--- config.mk ---
export PLATFORM = sky130hd
export DESIGN_NAME = axis_fifo_reader
export DESIGN_NICKNAME = d
export VERILOG_FILES = /design/src/rtl/axis_fifo_reader_pkg.sv /design/src/rtl/axis_skid_buf.sv /design/src/rtl/axis_fifo_reader.sv
export SDC_FILE = /design/constraint.sdc
export NUM_CORES = 1
export LEC_CHECK = 0
export ABC_AREA = 1
export BUFFER_PORTS_ARGS = -buffer_cell sky130_fd_sc_hd__buf_2
export CAP_MARGIN = 5
export CELL_PAD_IN_SITES_DETAIL_PLACEMENT = 0
export CELL_PAD_IN_SITES_GLOBAL_PLACEMENT = 1
export CORE_MARGIN = 2
export CORE_UTILIZATION = 32
export CTS_BUF_LIST = sky130_fd_sc_hd__clkbuf_8
export CTS_CLUSTER_DIAMETER = 80
export CTS_CLUSTER_SIZE = 24
export DETAILED_ROUTE_END_ITERATION = 10
export PLACE_DENSITY_LB_ADDON = 0.1
export SYNTH_ARGS = -nofsm -noshare
export SYNTH_HDL_FRONTEND = slang
export SYNTH_HIERARCHICAL = 1
export SYNTH_SLANG_ARGS = --single-unit
--- constraint.sdc ---
create_clock -name clk_i -period 1.2 [get_ports clk_i]
set_input_delay 0 -clock clk_i [delete_from_list [all_inputs] [get_ports clk_i]]
set_output_delay 0 -clock clk_i [all_outputs]
set_load 0.01 [all_outputs]
--- src/rtl/axis_fifo_reader_pkg.sv ---
// -----------------------------------------------------------------------------
// axis_fifo_reader_pkg
//   Shared definitions for the FIFO-to-AXI-Stream reader:
//     occ_e          - occupancy of the two-entry output buffer
//     DATA_WIDTH_DEF - default tdata width
//     TLAST_BIT      - tlast position in the FIFO word at the default width.
//                      tlast always sits directly above tdata, so for other
//                      widths the position shifts by the width difference.
// -----------------------------------------------------------------------------
package axis_fifo_reader_pkg;

    typedef enum logic [1:0] {
        EMPTY = 2'd0,
        ONE   = 2'd1,
        TWO   = 2'd2
    } occ_e;

    localparam int DATA_WIDTH_DEF = 32;
    localparam int TLAST_BIT      = DATA_WIDTH_DEF;

endpackage

--- src/rtl/axis_skid_buf.sv ---
// -----------------------------------------------------------------------------
// axis_skid_buf
//   Two-entry valid/ready buffer. The main register drives the outputs; the
//   skid register catches the one word accepted while the consumer stalls.
//   Upstream ready is a pure function of the occupancy register, so it never
//   depends combinationally on m_ready.
//
// Ports
//   clk_i      in   clock
//   s_rst_n_i  in   synchronous active-low reset
//   s_valid    in   upstream word available
//   s_ready    out  buffer can accept (occupancy EMPTY or ONE)
//   s_data     in   upstream payload [W-1:0]
//   m_valid    out  registered output valid (occupancy ONE or TWO)
//   m_ready    in   downstream ready
//   m_data     out  registered output payload [W-1:0]
// -----------------------------------------------------------------------------
module axis_skid_buf
    import axis_fifo_reader_pkg::*;
#(
    parameter int W = 33
) (
    input  logic         clk_i,
    input  logic         s_rst_n_i,
    input  logic         s_valid,
    output logic         s_ready,
    input  logic [W-1:0] s_data,
    output logic         m_valid,
    input  logic         m_ready,
    output logic [W-1:0] m_data
);

    occ_e         state;
    logic [W-1:0] main_q;
    logic [W-1:0] skid_q;
    logic         vld_q;
    logic         push;

    assign s_ready = (state != TWO);
    assign push    = s_valid & s_ready;

    // Occupancy FSM. vld_q is kept as its own flop (rather than decoded from
    // state) so the output valid comes straight from a register.
    always_ff @(posedge clk_i) begin
        if (!s_rst_n_i) begin
            state  <= EMPTY;
            main_q <= '0;
            skid_q <= '0;
            vld_q  <= 1'b0;
        end else begin
            case (state)
                EMPTY: begin
                    if (push) begin
                        main_q <= s_data;
                        vld_q  <= 1'b1;
                        state  <= ONE;
                    end
                end
                ONE: begin
                    if (push && m_ready) begin
                        // Word leaves and the next one takes its place:
                        // one word per clock sustained.
                        main_q <= s_data;
                    end else if (push) begin
                        // Consumer stalled; main must stay put, park the
                        // new word in the skid slot.
                        skid_q <= s_data;
                        state  <= TWO;
                    end else if (m_ready) begin
                        vld_q <= 1'b0;
                        state <= EMPTY;
                    end
                end
                TWO: begin
                    if (m_ready) begin
                        main_q <= skid_q;
                        state  <= ONE;
                    end
                end
                default: begin
                    vld_q <= 1'b0;
                    state <= EMPTY;
                end
            endcase
        end
    end

    assign m_valid = vld_q;
    assign m_data  = main_q;

endmodule

--- src/rtl/axis_fifo_reader.sv ---
// -----------------------------------------------------------------------------
// axis_fifo_reader
//   Drains a first-word-fall-through FIFO onto an AXI-Stream master port
//   through a two-entry skid buffer, and optionally counts completed packets.
//
// Ports
//   clk_i            in   clock
//   s_rst_n_i        in   synchronous active-low reset
//   fifo_data_i      in   FIFO head {tlast, tdata} [DATA_WIDTH:0]
//   fifo_empty_i     in   FIFO empty; head valid when low
//   fifo_rd_en_o     out  FIFO pop (combinational)
//   m_axis_tdata_o   out  stream data [DATA_WIDTH-1:0]
//   m_axis_tlast_o   out  end of packet
//   m_axis_tvalid_o  out  stream valid (registered)
//   m_axis_tready_i  in   downstream ready
//   pkt_cnt_o        out  completed packet count [CNT_WIDTH-1:0]
//
// Build option
//   PKT_CNT_EN  - when defined, pkt_cnt_o counts tlast handshakes (wrapping);
//                 otherwise no counter is built and pkt_cnt_o is 0.
// -----------------------------------------------------------------------------
module axis_fifo_reader
    import axis_fifo_reader_pkg::*;
#(
    parameter int DATA_WIDTH = DATA_WIDTH_DEF,
    parameter int CNT_WIDTH  = 32
) (
    input  logic                  clk_i,
    input  logic                  s_rst_n_i,
    input  logic [DATA_WIDTH:0]   fifo_data_i,
    input  logic                  fifo_empty_i,
    output logic                  fifo_rd_en_o,
    output logic [DATA_WIDTH-1:0] m_axis_tdata_o,
    output logic                  m_axis_tlast_o,
    output logic                  m_axis_tvalid_o,
    input  logic                  m_axis_tready_i,
    output logic [CNT_WIDTH-1:0]  pkt_cnt_o
);

    localparam int PW        = DATA_WIDTH + 1;
    localparam int TLAST_POS = TLAST_BIT - DATA_WIDTH_DEF + DATA_WIDTH;

    logic          head_vld;
    logic          buf_rdy;
    logic [PW-1:0] buf_out;

    // Reset gates the pop so nothing leaves the FIFO while the buffer is
    // being cleared; the word at the head is the first one sent afterwards.
    assign head_vld     = ~fifo_empty_i & s_rst_n_i;
    assign fifo_rd_en_o = head_vld & buf_rdy;

    axis_skid_buf #(
        .W (PW)
    ) u_buf (
        .clk_i     (clk_i),
        .s_rst_n_i (s_rst_n_i),
        .s_valid   (head_vld),
        .s_ready   (buf_rdy),
        .s_data    (fifo_data_i),
        .m_valid   (m_axis_tvalid_o),
        .m_ready   (m_axis_tready_i),
        .m_data    (buf_out)
    );

    assign m_axis_tdata_o = buf_out[DATA_WIDTH-1:0];
    assign m_axis_tlast_o = buf_out[TLAST_POS];

`ifdef PKT_CNT_EN
    logic [CNT_WIDTH-1:0] cnt_q;

    always_ff @(posedge clk_i) begin
        if (!s_rst_n_i) begin
            cnt_q <= '0;
        end else if (m_axis_tvalid_o && m_axis_tready_i && m_axis_tlast_o) begin
            cnt_q <= cnt_q + CNT_WIDTH'(1);
        end
    end

    assign pkt_cnt_o = cnt_q;
`else
    assign pkt_cnt_o = '0;
`endif

endmodule

# ---- Word-level counts from Yosys, hierarchy flattened
# Cells that the tools add are included.
# Widths: inputs -> output; s select.
dict set report op_classes {
  n_bitwise 5
  n_mux 15
  n_eq_ne 10
  n_reduce_logical 7
}
# op n
set ops {}
lappend ops {{$mux 33} 3}
lappend ops {{$pmux 33 s3} 1}
lappend ops {{$mux 2} 5}
lappend ops {{$ne 2x2->1 const B} 5}
lappend ops {{$reduce_and 4->1} 2}
lappend ops {{$pmux 2 s3} 1}
lappend ops {{$reduce_and 5->1} 1}
lappend ops {{$mux 1} 4}
lappend ops {{$ne 2x1->1 const B} 2}
lappend ops {{$ne 3x2->1 const B} 1}
lappend ops {{$not 1->1} 3}
lappend ops {{$pmux 1 s3} 1}
lappend ops {{$reduce_and 3->1} 1}
lappend ops {{$reduce_bool 3->1} 1}
lappend ops {{$and 1x1->1} 2}
lappend ops {{$eq 2x1->1 const B} 1}
lappend ops {{$eq 2x2->1 const B} 1}
lappend ops {{$logic_not 2->1} 1}
lappend ops {{$logic_and 1x1->1} 1}
dict set report word_totals {
  ff_bits 69
  output_inout_bits 67
  word_cells 41
}

# ---- Longest topological paths before layout
# Gate-level depths: netlist (run 1).
dict set report logic_depth {
  depth_word 6
  ltp_mapped 10
  mapped_depth_nobuf 9
}

# ---- Hierarchy
# Netlist (run 1), hierarchy kept.
# module area_per_inst_um2 instances seq_area_each_um2 cells_per_inst
set modules_own_cells {}
lappend modules_own_cells {axis_skid_buf 3031.7 1 1381.3 481}
lappend modules_own_cells {axis_fifo_reader 267.8 1 0.0 38}

# ---- Worst setup path before layout (run 1)
# OpenSTA, ideal clock, no wires.
dict set report synth_timing {
  path_type {reg-to-reg}
  startpoint {register u_buf.state[0]}
  endpoint {register u_buf.main_q[0], in the netlist u_buf/m_data[0]}
  stages_incl_launch_ff 9
  synth_period_minus_slack_ns 1.169
  arrival_time_ns 1.056
  setup_slack_ns 0.031
  path_cell_list {dfxtp_1 inv_1 nand2_2 nand2_1 nand2_1 buf_4 buf_6 nor2_1 nor2_1}
}
dict set report synth_between {
  elab_chain_len 5
  elab_cells_between_ends 12
  classes_between {eq/ne: 6; mux: 1; bitwise: 1; reduce/logical: 4}
}
# item line
set synth_lines {}
lappend synth_lines {{start, declared} axis_skid_buf.sv:33} ;# occ_e state;
lappend synth_lines {{start signal, assigned} axis_skid_buf.sv:46} ;# state <= EMPTY;
lappend synth_lines {{start signal, assigned} axis_skid_buf.sv:56} ;# state <= ONE;
lappend synth_lines {{start signal, assigned} axis_skid_buf.sv:68} ;# state <= TWO;
lappend synth_lines {{$ne 2x2->1} axis_skid_buf.sv:39} ;# assign s_ready = (state != TWO);
lappend synth_lines {{$and 1x1->1} axis_skid_buf.sv:40} ;# assign push = s_valid & s_ready;
lappend synth_lines {{$logic_and 1x1->1} axis_skid_buf.sv:60} ;# if (push && m_ready) begin
lappend synth_lines {{$ne 2x1->1 (no line)} n/a}
lappend synth_lines {{$reduce_and 4->1 (no line)} n/a}
lappend synth_lines {{end signal, assigned} axis_skid_buf.sv:54} ;# main_q <= s_data;
lappend synth_lines {{end signal, assigned} axis_skid_buf.sv:63} ;# main_q <= s_data;
lappend synth_lines {{end signal, assigned} axis_skid_buf.sv:76} ;# main_q <= skid_q;
lappend synth_lines {{end, declared} axis_skid_buf.sv:34} ;# logic [W-1:0] main_q;
# Parallel ways exist; a longest one is shown, timed or not.
# A chain may end at the register's enable or synchronous reset.

# ---- Worst setup path in the final report (run 1)
dict set report layout_timing {
  startpoint {register u_buf.state[0]}
  endpoint {output port fifo_rd_en_o}
}
dict set report layout_between {
  elab_chain_len 2
}
# item line
set layout_lines {}
lappend layout_lines {{$ne 2x2->1} axis_skid_buf.sv:39}
lappend layout_lines {{net buf_rdy} axis_fifo_reader.sv:44} ;# logic buf_rdy;
lappend layout_lines {{$and 1x1->1} axis_fifo_reader.sv:50} ;# assign fifo_rd_en_o = head_vld & buf_rdy;
lappend layout_lines {{end, declared} axis_fifo_reader.sv:32} ;# output logic fifo_rd_en_o,
# The timed path passes the listed nets, and every way through them passes these cells.

==> summary.txt, run 1 <==
CP endpoint kind - primary output
Lkg Pwr - 0.00232 uW
Remaining Overflow, GRT - 0
die height - 106 um
CTS buffer count - 9
Area after DPL - 0.00373 mm2
H-tree depth - 3
post-layout minimum cycle time - 1210 ps
HP Start - s_rst_n_i
Clock Skew - 5.98 ps
DR DRC count - 0
final std cells w/o fill - 774
DP HPWL - 5050 um
r2r setup slk - 20 ps
I/O Buffers - 71
outcome - complete, but fails checks
Seq cells post-synth - 69
critical path arrival - 1210 ps
Max Clk Rate - 0.826 GHz
RSZ-0062 raised after global routing - yes
worst skew pair latency - 340 ps
CTS tree - built
area grow syn2layout - 35.7%
largest net degree at the start of global routing - 70
drt wl/cell - 11.3 um
vias in the first global route - 2816
gr usage total - 14.7%
CTS max path bufs - 2
final core occ - 44.0%
share of cells above drive strength 1 - 20.8%
# rows - 37
CTS clk-pin slew, worst paths - 80 ps
core area - 0.0102 mm2
Hold WS - 155 ps
synth warn - 6
num ports - 104
r2r endpoint - u_buf/skid_q[16]
critical path class - register to primary output
sequential share of the synthesized area - 41.9%
synthesized instance count - 519
pwr dens - 1150 mW/mm2
global-route wire length before repair - 13200 um
DR vias - 3171
Hold Path Class - input port to register
Worst VDD drop - 0.000470 V
Tcrit/Tclk final - 101%
die width - 106 um
GP Congestion - 0.708
CP Launch Type - register
Syn Area/Cell - 6.36 um2
initial antenna violation count - 0
Final Cell Area - 0.00448 mm2
Routed WL - 8740 um
nets - 670
R2R cell count - 5
WHS Path Cells - 4
worst hold endpoint - u_buf/m_data[31]
initial cell density of the core - 32.4%
final worst setup slack - -10.6 ps
drt pass-1 iters - 4
die area - 0.0111 mm2
Critical Path RT - 1200 ps
failing checks - negative setup slack
max-slew violation count - 0
Netlist cell types - 18
TritonCTS Sinks - 69
Max-cap violations - 0
root buffer cell - clkbuf_8
final setup violation count - 1
RR Startpoint - u_buf/state[1]
initial DRC count - 86
Antenna Cells - 0
Cell Area, Synth - 0.00330 mm2
vias per std cell - 4.10
crit-path max FO - 5
Final ANT Viol Nets - 0
Inst Count DP - 713
Tot Pwr - 5150 uW
final count of hold timing violations - 0
sequential cells by signal (all words and copies together) (netlist names):
signal	count
u_buf/m_data	33
u_buf/m_valid	1
u_buf/skid_q	33
u_buf/state	2
per-layer routing:
metal  up-vias  global-route usage, %  part of all wire [%]
met1      1396                   18.8                    48
met5         -                      0                     0
met4         0                   5.92                   1.3
met2        59                   24.6                    47
met3         9                   2.72                   3.4
li1       1707                      -                     -
final cells by class:
type	count	area, um2
clock inverter	7	42.5
tap	136	170
timing repair buffer	130	1040
inverter	43	164
multi-input combinational	380	1550
fill	1106	5710
sequential	69	1390
clock buffer	9	124
through the flow:
stage	TNS, ps	setup WS (ps)
6_report	-10.6	-10.6
5_1_grt	-2130	-76.1
4_1_cts	0	15.3
3_5_place_dp	-217	-22.4
3_3_place_gp	0	6.73
2_1_floorplan	0	31.3
power breakdown:
part	switching, uW	internal, uW
registers	65.1	2410
logic	560	464
clock network	908	734
repair_timing:
item	4_1_cts	5_1_grt
hold buffers	34	0
pin swaps	1	3
hold endpoints to repair	62	0
resized for setup	6	28
buffers inserted	3	1
cloned	0	7
endpoints found under the setup margin	30	59
worst max-delay path, stage by stage, from the launching register on:
cell,delay (ps)
dfxtp_4,380
inv_4,50
nand2_4,90
buf_6,110
inv_2,30
nor2_2,80
buf_2,140
Yosys cell counts:
master	number	area (um2)
a21boi_1	1	7.51
buf_1	2	7.51
buf_2	7	35.0
buf_4	36	270
buf_6	3	33.8
clkbuf_1	10	37.5
conb_1	1	3.75
dfxtp_1	69	1380
inv_1	42	158
inv_2	1	3.75
nand2_1	171	642
nand2_2	2	12.5
nand3_1	1	5.00
nand4_1	1	6.26
nor2_1	135	507
nor2_2	1	6.26
o21ai_0	35	175
o21bai_1	1	7.51
placed cells by master (no fill, tap or decap):
cell,n
clkinv_2,4
dfxtp_4,2
clkbuf_16,3
o21ai_4,1
nor2_1,128
conb_1,32
nand3_1,1
nor2_2,8
buf_4,8
clkbuf_8,9
o21ai_1,3
dlygate4sd3_1,34
inv_1,39
inv_2,3
dfxtp_1,67
buf_12,5
nand4_1,1
clkinvlp_4,3
nand2_8,1
a21boi_1,1
buf_8,1
inv_4,1
buf_6,8
nand2_4,2
nand2_1,167
o21bai_1,1
nand2_2,3
o21ai_0,31
buf_2,71
logic make-up (layout without fill, tap and decap cells):
group	after synthesis	after routing	share of synthesized area (%)
buffers and inverters	101	189	16.5
AO/OA/AOI/OAI	37	37	5.76
AND/OR/NAND/NOR	311	311	35.7
other	1	32	0.114
flip-flops	69	69	41.9
worst max path at each step:
stage,from,endpoint,slack [ps]
after floorplan,u_buf/state[0],u_buf/m_data[0],30
after global placement,u_buf/state[0],u_buf/m_data[27],7
after detailed placement,u_buf/state[0],u_buf/m_data[29],-20
after CTS,u_buf/state[0],fifo_rd_en_o,20
after global routing,u_buf/state[0],u_buf/m_data[0],-80
final,u_buf/state[0],fifo_rd_en_o,-10
Power figures use the tool's default switching activity.
==> run 2: changes to the inputs <==
CORE_UTILIZATION = 36   (was 32)
SLEW_MARGIN = 20   (was unset)
clock period = 1.15 ns   (was 1.2 ns; I/O delays follow)
==> summary.txt, run 2 (synthesis gave the netlist of run 1 again) <==
Routed WL - 8260 um (-5.6%)
critical path arrival - 1210 ps (about the same)
area grow syn2layout - 36.3%
I/O Buffers - 71 (unchanged)
core area - 0.00881 mm2 (-14%)
CTS max path bufs - 2 (unchanged)
post-layout minimum cycle time - 1210 ps
RR Startpoint - u_buf/state[0]
R2R cell count - 5 (unchanged)
r2r setup slk - -10 ps (-30 ps)
final std cells w/o fill - 745 (-3.7%)
Remaining Overflow, GRT - 0 (unchanged)
switch share - 26.0% (-3.7 points)
drt wl/cell - 11.1 um (-1.9%)
pwr dens - 1340 mW/mm2 (+17%)
pre-CTS setup slack - -61.1 ps (-38.7 ps)
vias per std cell - 4.30 (+4.9%)
Lkg Pwr - 0.00235 uW (+1.4%)
area of the multi-input gates - 0.00155 mm2 (-0.24%)
HP Start - m_axis_tready_i
Int Pwr - 4470 uW (+24%)
CTS tree - built
RSZ-0062 raised after global routing - yes
die height - 99.7 um (-5.5%)
Fill cells - 923 (-17%)
cell family with most CP delay - flip-flops
GP Congestion - 0.784 (+11%)
Crit path largest cell delay - 370 ps (about the same)
die area - 0.00995 mm2 (-11%)
drt pass-1 iters - 4 (unchanged)
Critical Path RT - 1150 ps (-50 ps)
critical path class - register to primary output
Hold Path Class - input port to register
Max-cap violations - 0 (unchanged)
initial DRC count - 97 (+13%)
Buf/Inv on CP - 4 (unchanged)
worst skew pair latency - 340 ps (about the same)
max-slew violation count - 0 (unchanged)
num ports - 104 (unchanged)
final setup violation count - 8 (+7)
share of cells above drive strength 1 - 21.5% (+0.66 points)
global-route wire length before repair - 13000 um (-1.6%)
TritonCTS Sinks - 69 (unchanged)
largest net degree at the start of global routing - 70 (unchanged)
CTS clk-pin slew, worst paths - 70 ps (about the same)
r2r endpoint - u_buf/m_data[5]
vias in the first global route - 2880 (+2.3%)
WHS Path Cells - 4 (unchanged)
CTS buffer count - 9 (unchanged)
CP endpoint kind - primary output
Hold WS - 67.4 ps (-87.6 ps)
DR DRC count - 0 (unchanged)
critical path, cell by cell - inv_4 > nand2_4 > buf_8 > inv_2 > nor2_2 > buf_2
Antenna Cells - 0 (unchanged)
H-tree depth - 3 (unchanged)
die width - 99.7 um (-5.5%)
final worst setup slack - -55.9 ps (-45.3 ps)
Seq. cell area - 0.00139 mm2 (unchanged)
commonest non-fill, non-tap cell in the layout - nand2_1
sw power - 1570 uW (+2.7%)
Inst Count DP - 691 (-3.1%)
initial cell density of the core - 37.5% (+5.1 points)
share of power burned in registers - 42.8% (-5.4 points)
slowest CP cell - dfxtp_4
Tcrit/Tclk final - 105%
crit-path max FO - 4 (-1)
# rows - 34 (-8.1%)
Comb power frac - 16.8% (-3.1 points)
root buffer cell - clkbuf_8
DR vias - 3201 (+0.95%)
failing checks - negative setup slack
Worst VDD drop - 0.000764 V (+62%)
Final ANT Viol Nets - 0 (unchanged)
CP Launch Type - register
outcome - complete, but fails checks
nets - 669 (-0.15%)
initial antenna violation count - 0 (unchanged)
worst hold endpoint - u_buf/state[0]
clock share of power - 40.4% (+8.5 points)
Max Clk Rate - 0.829 GHz
gr usage total - 16.2% (+1.4 points)
final count of hold timing violations - 0 (unchanged)
most frequent cells in the layout - nand2_1, nor2_1, buf_2
Clock Skew - 10.6 ps (+4.61 ps)
DP HPWL - 5090 um (+0.81%)
[run 2: worst max path at each step]
stage / slack (ps) / cells past startpoint / from / end
after floorplan: 0.3 / 8 / u_buf/state[0] / u_buf/m_data[0]
after global placement: -30 / 6 / u_buf/state[0] / u_buf/skid_q[12]
after detailed placement: -60 / 8 / u_buf/state[1] / u_buf/m_data[7]
after CTS: -30 / 6 / u_buf/state[0] / fifo_rd_en_o
after global routing: -120 / 8 / u_buf/state[0] / u_buf/m_data[24]
final: -60 / 6 / u_buf/state[0] / fifo_rd_en_o
[run 2: repair_timing]
item | 4_1_cts | 5_1_grt
setup endpoints to repair | 67 | 67
buffers inserted | 1 | 0
gates cloned | 0 | 4
pin swaps | 2 | 3
resized for setup | 14 | 34
hold buffers | 33 | 0
endpoints found under the hold margin | 54 | 0
[run 2: worst register-to-register path, cell delays in order, from the launching register on]
cell and delay (ps):
dfxtp_4 360, o21ai_2 210, nand2_4 140, clkbuf_16 200, nor2_2 110, nor2_1 50
[run 2: cell type report]
type,instances,share of cell area [%]
flip-flops and latches,69,30.9
repair buffers,129,22.5
clock buffers,10,3.06
clock inverters,6,2.45
inverters,43,3.70
multi-input cells,380,34.4
well taps,108,3.01
[run 2: through the flow]
stage / TNS [ps] / util [%] / power (uW) / instance area (um2)
floorplan: 0 / - / 3270 / 3420
global placement: -456 / 42.4 / 3500 / 3740
detailed placement: -1890 / 42.4 / 3510 / 3740
CTS: -70.6 / 49.5 / 6070 / 4360
global route: -3500 / 51.1 / 6350 / 4500
finish: -105 / 51.1 / 6050 / 4500
[run 2: routing by layer]
| metal | vias to the layer above | part of all wire, % | track usage (%) |
|---|---|---|---|
| met3 | 8 | 4.1 | 3.16 |
| met1 | 1427 | 48 | 20.5 |
| li1 | 1699 | - | - |
| met4 | 0 | 1.1 | 5.80 |
| met5 | - | 0 | 0 |
| met2 | 67 | 47 | 27.4 |
[run 2: power groups by stage]
stage / clock, uW / sequential [uW] / combinational (uW)
5_1_grt: 2590 / 2600 / 1150
6_report: 2440 / 2580 / 1020
3_5_place_dp: 0 / 2640 / 866
4_1_cts: 2510 / 2590 / 969
2_1_floorplan: 0 / 2690 / 578
3_3_place_gp: 0 / 2640 / 859
